[config.mk]
export PLATFORM = sky130hd
export DESIGN_NAME = npc_fetch_ctl_flat
export DESIGN_NICKNAME = d
export VERILOG_FILES = /design/src/rtl/npc_fetch_ctl_if.sv /design/src/rtl/npc_fetch_ctl.sv /design/src/flat_wrapper.sv
export SDC_FILE = /design/constraint.sdc
export NUM_CORES = 1
export LEC_CHECK = 0
export BUFFER_PORTS_ARGS = -buffer_cell sky130_fd_sc_hd__buf_4
export CAP_MARGIN = 20
export CORE_MARGIN = 2
export CORE_UTILIZATION = 48
export CTS_CLUSTER_SIZE = 16
export DETAILED_ROUTE_END_ITERATION = 10
export GPL_TIMING_DRIVEN = 0
export MAX_ROUTING_LAYER = met4
export PLACE_DENSITY_LB_ADDON = 0.2
export SETUP_SLACK_MARGIN = 0.05
export SYNTH_ARGS = -nofsm -noshare
export SYNTH_HDL_FRONTEND = slang
export SYNTH_SLANG_ARGS = --single-unit
[constraint.sdc]
create_clock -name clk -period 3.3 [get_ports clk]
set_clock_uncertainty 0.1 [all_clocks]
set_input_delay 0.33 -clock clk [delete_from_list [all_inputs] [get_ports clk]]
set_output_delay 0.33 -clock clk [all_outputs]
set_load 0.05 [all_outputs]
[src/rtl/npc_fetch_ctl_if.sv]
// rtl/npc_fetch_ctl_if.sv - fetch-PC control bundle between pipeline/CP0 and the fetch unit
interface npc_fetch_ctl_if;
    logic        stall_i;
    logic [1:0]  npc_sel_D_i;
    logic        brh_D_i;
    logic [31:0] pc_D_i;
    logic [25:0] imm26_D_i;
    logic [31:0] rs_D_i;
    logic        exc_req_i;
    logic        eret_i;
    logic [31:0] epc_i;
    logic [31:0] pc_F_o;
    logic        bd_F_o;
    logic        flush_D_o;
    logic        adel_F_o;

    modport master (
        output stall_i, npc_sel_D_i, brh_D_i, pc_D_i, imm26_D_i, rs_D_i,
               exc_req_i, eret_i, epc_i,
        input  pc_F_o, bd_F_o, flush_D_o, adel_F_o
    );

    modport slave (
        input  stall_i, npc_sel_D_i, brh_D_i, pc_D_i, imm26_D_i, rs_D_i,
               exc_req_i, eret_i, epc_i,
        output pc_F_o, bd_F_o, flush_D_o, adel_F_o
    );
endinterface

[src/rtl/npc_fetch_ctl.sv]
// rtl/npc_fetch_ctl.sv - registered F-stage PC with branch/jump/exception/eret next-PC selection
module npc_fetch_ctl #(
    parameter logic [31:0] RESET_PC   = 32'h0000_3000,
    parameter logic [31:0] EXC_VECTOR = 32'h0000_4180,
    parameter logic [31:0] IMEM_END   = 32'h0000_6FFC,
    parameter int          DELAY_SLOT = 1
) (
    input  logic            clk,
    input  logic            reset,
    npc_fetch_ctl_if.slave  bus
);
    localparam logic [1:0] SEL_SEQ = 2'd0;
    localparam logic [1:0] SEL_BR  = 2'd1;
    localparam logic [1:0] SEL_J   = 2'd2;
    localparam logic [1:0] SEL_JR  = 2'd3;
    localparam logic       W_DS    = (DELAY_SLOT != 0);

    logic [31:0] r_pc;
    logic [31:0] w_pc4d;
    logic [31:0] w_br_tgt;
    logic [31:0] w_j_tgt;
    logic [31:0] w_tgt;
    logic [31:0] w_nxt;
    logic        w_redir;
    logic        w_adel;

    assign w_pc4d   = bus.pc_D_i + 32'd4;
    assign w_br_tgt = w_pc4d + {{14{bus.imm26_D_i[15]}}, bus.imm26_D_i[15:0], 2'b00};
    assign w_j_tgt  = {w_pc4d[31:28], bus.imm26_D_i, 2'b00};

    always_comb begin
        w_tgt   = w_pc4d;
        w_redir = 1'b0;
        case (bus.npc_sel_D_i)
            SEL_BR: begin
                w_tgt   = w_br_tgt;
                w_redir = bus.brh_D_i;
            end
            SEL_J: begin
                w_tgt   = w_j_tgt;
                w_redir = 1'b1;
            end
            SEL_JR: begin
                w_tgt   = bus.rs_D_i;
                w_redir = 1'b1;
            end
            default: begin
                w_tgt   = w_pc4d;
                w_redir = 1'b0;
            end
        endcase
    end

    // CP0 redirects beat a stall: the faulting/returning flow must not wait on a hazard.
    always_comb begin
        if (bus.exc_req_i)
            w_nxt = EXC_VECTOR;
        else if (bus.eret_i)
            w_nxt = bus.epc_i;
        else if (bus.stall_i)
            w_nxt = r_pc;
        else if (w_redir)
            w_nxt = w_tgt;
        else
            w_nxt = r_pc + 32'd4;
    end

    always_ff @(posedge clk) begin
        if (reset)
            r_pc <= RESET_PC;
        else
            r_pc <= w_nxt;
    end

    // Bad fetch addresses are only flagged; CP0 raises AdEL when the instruction reaches M.
    assign w_adel = (r_pc[1:0] != 2'b00) || (r_pc < RESET_PC) || (r_pc > IMEM_END);

    assign bus.pc_F_o    = r_pc;
    assign bus.adel_F_o  = w_adel;
    assign bus.bd_F_o    = !reset && W_DS && (bus.npc_sel_D_i != SEL_SEQ);
    assign bus.flush_D_o = !reset && (bus.exc_req_i || bus.eret_i ||
                                      (!W_DS && w_redir && !bus.stall_i));
endmodule

[src/flat_wrapper.sv]
// flat-port wrapper written by rule: the top's interface ports become plain ports
module npc_fetch_ctl_flat 
#(
    parameter logic [31:0] RESET_PC   = 32'h0000_3000,
    parameter logic [31:0] EXC_VECTOR = 32'h0000_4180,
    parameter logic [31:0] IMEM_END   = 32'h0000_6FFC,
    parameter int          DELAY_SLOT = 1
)
  (clk, reset, bus_stall_i, bus_npc_sel_D_i, bus_brh_D_i, bus_pc_D_i, bus_imm26_D_i, bus_rs_D_i, bus_exc_req_i, bus_eret_i, bus_epc_i, bus_pc_F_o, bus_bd_F_o, bus_flush_D_o, bus_adel_F_o);
  npc_fetch_ctl_if bus_i ();
  input  logic clk;
  input  logic reset;
  input wire logic [$bits(bus_i.stall_i)-1:0] bus_stall_i;
  input wire logic [$bits(bus_i.npc_sel_D_i)-1:0] bus_npc_sel_D_i;
  input wire logic [$bits(bus_i.brh_D_i)-1:0] bus_brh_D_i;
  input wire logic [$bits(bus_i.pc_D_i)-1:0] bus_pc_D_i;
  input wire logic [$bits(bus_i.imm26_D_i)-1:0] bus_imm26_D_i;
  input wire logic [$bits(bus_i.rs_D_i)-1:0] bus_rs_D_i;
  input wire logic [$bits(bus_i.exc_req_i)-1:0] bus_exc_req_i;
  input wire logic [$bits(bus_i.eret_i)-1:0] bus_eret_i;
  input wire logic [$bits(bus_i.epc_i)-1:0] bus_epc_i;
  output wire logic [$bits(bus_i.pc_F_o)-1:0] bus_pc_F_o;
  output wire logic [$bits(bus_i.bd_F_o)-1:0] bus_bd_F_o;
  output wire logic [$bits(bus_i.flush_D_o)-1:0] bus_flush_D_o;
  output wire logic [$bits(bus_i.adel_F_o)-1:0] bus_adel_F_o;
  assign bus_i.stall_i = bus_stall_i;
  assign bus_i.npc_sel_D_i = bus_npc_sel_D_i;
  assign bus_i.brh_D_i = bus_brh_D_i;
  assign bus_i.pc_D_i = bus_pc_D_i;
  assign bus_i.imm26_D_i = bus_imm26_D_i;
  assign bus_i.rs_D_i = bus_rs_D_i;
  assign bus_i.exc_req_i = bus_exc_req_i;
  assign bus_i.eret_i = bus_eret_i;
  assign bus_i.epc_i = bus_epc_i;
  assign bus_pc_F_o = bus_i.pc_F_o;
  assign bus_bd_F_o = bus_i.bd_F_o;
  assign bus_flush_D_o = bus_i.flush_D_o;
  assign bus_adel_F_o = bus_i.adel_F_o;
  npc_fetch_ctl #(.RESET_PC(RESET_PC), .EXC_VECTOR(EXC_VECTOR), .IMEM_END(IMEM_END), .DELAY_SLOT(DELAY_SLOT)) u_core (.clk(clk), .reset(reset), .bus(bus_i));
endmodule
==> results.json <==
{
  "status": "complete, no violations",
  "endpoint_kind": "flop",
  "vdd_ir_drop_max_mv": 0.196,
  "maxSlewHeadroom_pct": 40.3,
  "reg2regPathDepth": 9,
  "p_comb_share_pct": 58.7,
  "core_area_um2": 10200,
  "drive_gt1_share_pct": 29.0,
  "cts_max_level": 2,
  "place_area_um2": 6360,
  "drc": 0,
  "p_per_area_nw_per_um2": 255,
  "ant_nets": 0,
  "gp_congestion": 1.02,
  "clkPwrFrac_pct": 15.7,
  "rows": 37,
  "dieArea_um2": 11200,
  "synth.avg_cell_area_um2": 7.07,
  "p_sw_uw": 778,
  "setup_slack_ns": 0.0601,
  "cts_tree": "yes",
  "area_growth_pct": 37.4,
  "cts.sinks": 32,
  "dr.pass1.iters": 6,
  "synth_top_family_by_area": "compound AO/OA/AOI/OAI gates",
  "crit_required_ns": 3.37,
  "synth_most_common_cell": "a21oi_1",
  "max_cap_violations": 0,
  "synth_top_area_share_pct": 12.8,
  "clk-insertion-delay-late_ns": 0.30,
  "reg2reg_to": "u_core.bus.pc_F_o[28]",
  "yosys_warnings": 0,
  "routed-wl-met2_um": 9240,
  "yosys-top-cells-count": "a21oi_1, nand2_1, o21ai_0",
  "dieHeight_um": 106,
  "final-seq-area_um2": 641,
  "synth_fa_ha_area_share_pct": 9.42,
  "clock_path_buffers": 2,
  "num_vias": 6324,
  "synth_ff_type": "dfxtp_1",
  "synth_area_leaders": "dfxtp_1, ha_1, xnor2_1, a21oi_1, o21ai_0",
  "multi_input_area_um2": 4500,
  "hp-class": "input port to flop",
  "crit_end": "u_core.bus.pc_F_o[27]",
  "r2r-start": "u_core.bus.pc_F_o[4]",
  "synth_compound_area_share_pct": 32.6,
  "grt_use_total_pct": 34.2,
  "pwr-share-seq_pct": 25.5,
  "critical_path_arrival_ns": 3.31,
  "hold_violations": 0,
  "synth_nets": 874,
  "path_clk_slew_ns": 0.06,
  "wl_met1_um": 8130,
  "rsz0062_at_grt": "yes",
  "fin_nets": 1047,
  "initial_core_util_pct": 48.8,
  "slew_viol_final": 0,
  "ctsRootBufferMaster": "clkbuf_8",
  "numCtsBuffers": 5,
  "yosys.area_share.simple_pct": 24.3,
  "internal-power_uw": 974,
  "synth-seq-cells": 32,
  "reg2reg_slack_ns": 0.46,
  "period_share_pct": 98.2,
  "port_buffers": 159,
  "startpoint_type": "input port",
  "drtIter0Drc": 677,
  "synth_cell_types": 69,
  "leakage_nw": 2.82,
  "antenna_cells": 0,
  "grt_max_degree": 18,
  "grt_overflow": 0,
  "largest_reg_flops": 30,
  "tightestPinTransition_ns": 0.896,
  "finalPower_mw": 1.75,
  "pin_count": 165,
  "dp_hpwl_um": 15700,
  "path_max_fanout": 5,
  "dp_slack_ns": -0.595,
  "dr.max_layer_used": "met4",
  "synth_top_area_cell": "dfxtp_1",
  "synth-edff-count": 0,
  "synth_mux_area_share_pct": 4.03,
  "grt_pass1_wl_um": 29700,
  "synth-async-reset-ratio_pct": 0,
  "max_freq_mhz": 309,
  "ctsHoldBuffers": 0,
  "seq_area_frac_synth_pct": 12.8,
  "wl_um": 19800,
  "wl_per_cell_um": 19.5,
  "fp.dieW_um": 106,
  "setup_viol": 0,
  "final.min_clock_period_ns": 3.24,
  "synth-xor-area-share_pct": 12.8,
  "cp-startpoint": "bus_pc_D_i[4]",
  "critPathKind": "input port to flop",
  "grt_pass1_vias": 5732,
  "routed_via_density": 6.24,
  "synth_area_um2": 5000,
  "antenna_found_initial": 0,
  "synthCells": 707,
  "wl_met3_um": 1920,
  "final_area_um2": 6860,
  "switching_share_pct": 44.4,
  "fillers": 940
}
## logic make-up (layout without fill, tap and decap cells)
logic type | count (synthesis) | count (layout)
AND/OR/NAND/NOR | 246 | 246
multiplexers | 20 | 20
XOR/XNOR | 73 | 73
AO/OA/AOI/OAI | 247 | 247
flip-flops | 32 | 32
buffers and inverters | 52 | 223
adder cells (fa/ha/maj) | 37 | 37
## how the worst min path moves through the flow
stage / depth (start not counted) / start / end
floorplan: 2 / bus_epc_i[5] / u_core.bus.pc_F_o[5]
global route: 3 / bus_epc_i[1] / flop
global placement: 3 / bus_epc_i[5] / u_core.bus.pc_F_o[5]
finish: 3 / bus_epc_i[5] / u_core.bus.pc_F_o[5]
detailed placement: 2 / u_core.bus.pc_F_o[30] / u_core.bus.pc_F_o[30]
CTS: 3 / bus_epc_i[5] / u_core.bus.pc_F_o[5]
## power groups by stage
stage / combinational (mW) / clock (mW) / sequential (mW)
after global placement: 0.911 / 0 / 0.452
after detailed placement: 0.923 / 0 / 0.454
after global routing: 1.10 / 0.289 / 0.451
after floorplan: 0.520 / 0 / 0.519
after CTS: 0.941 / 0.278 / 0.446
final: 1.03 / 0.276 / 0.447
## layout by cell type (no fill, tap or decap), types with 7 or more instances in the layout
cell | Yosys | routed
nand2_1 | 68 | 64
mux2i_1 | 19 | 18
and3_1 | 12 | 10
buf_4 | 0 | 167
a21oi_2 | 2 | 9
clkbuf_1 | 29 | 26
a21o_1 | 12 | 12
nand4_1 | 17 | 17
a221oi_1 | 10 | 9
a31oi_1 | 10 | 9
nand3_1 | 34 | 31
o221ai_1 | 7 | 7
nand2b_1 | 10 | 10
ha_1 | 36 | 29
inv_1 | 13 | 13
nor4_1 | 7 | 7
a21oi_1 | 80 | 72
o21ai_0 | 57 | 52
dfxtp_1 | 32 | 32
xor2_1 | 22 | 22
nor2_1 | 55 | 51
xnor2_1 | 51 | 45
o211ai_1 | 10 | 10
## cell type report
type                    instances  share of cell area [%]
inverters                      14                   0.766
plain buffers                  35                    2.19
well taps                     136                    2.48
clock buffers                   5                    1.00
repair buffers                169                    18.6
multi-input cells             623                    65.6
flip-flops and latches         32                    9.33
## per-stage QoR
step	std cells	util (%)	hold slack [ns]	setup TNS (ns)
floorplan	707	-	0.373	0
global placement	1002	62.2	0.457	-4.60
detailed placement	1002	62.2	0.471	-5.13
CTS	1009	64.0	0.167	0
global route	1014	67.1	0.191	-0.312
finish	1014	67.1	0.170	0
## layer usage
metal,track usage (%),vias up
met5,-,-
met4,10.5,0
met3,4.66,42
met2,55.3,380
met1,44.7,2914
li1,-,2988
## worst max-delay path, cell delays in order
cell and delay, ns:
buf_4 0.11, and4_4 0.23, and2_4 0.17, nand3_2 0.17
xnor2_2 0.19, ha_1 0.34, nand2_2 0.12, nor3_4 0.28
a2111oi_4 0.12, o31a_4 0.40, o31ai_4 0.32, nor2_4 0.07
xnor2_2 0.15, o221ai_1 0.19, a21oi_1 0.10
## repair_timing
item / in CTS / in global routing
pin swaps: 14 / 36
endpoints found under the setup margin: 9 / 13
setup buffers: 3 / 7
gates resized for setup: 28 / 58
(Power assumes the default switching activity.)
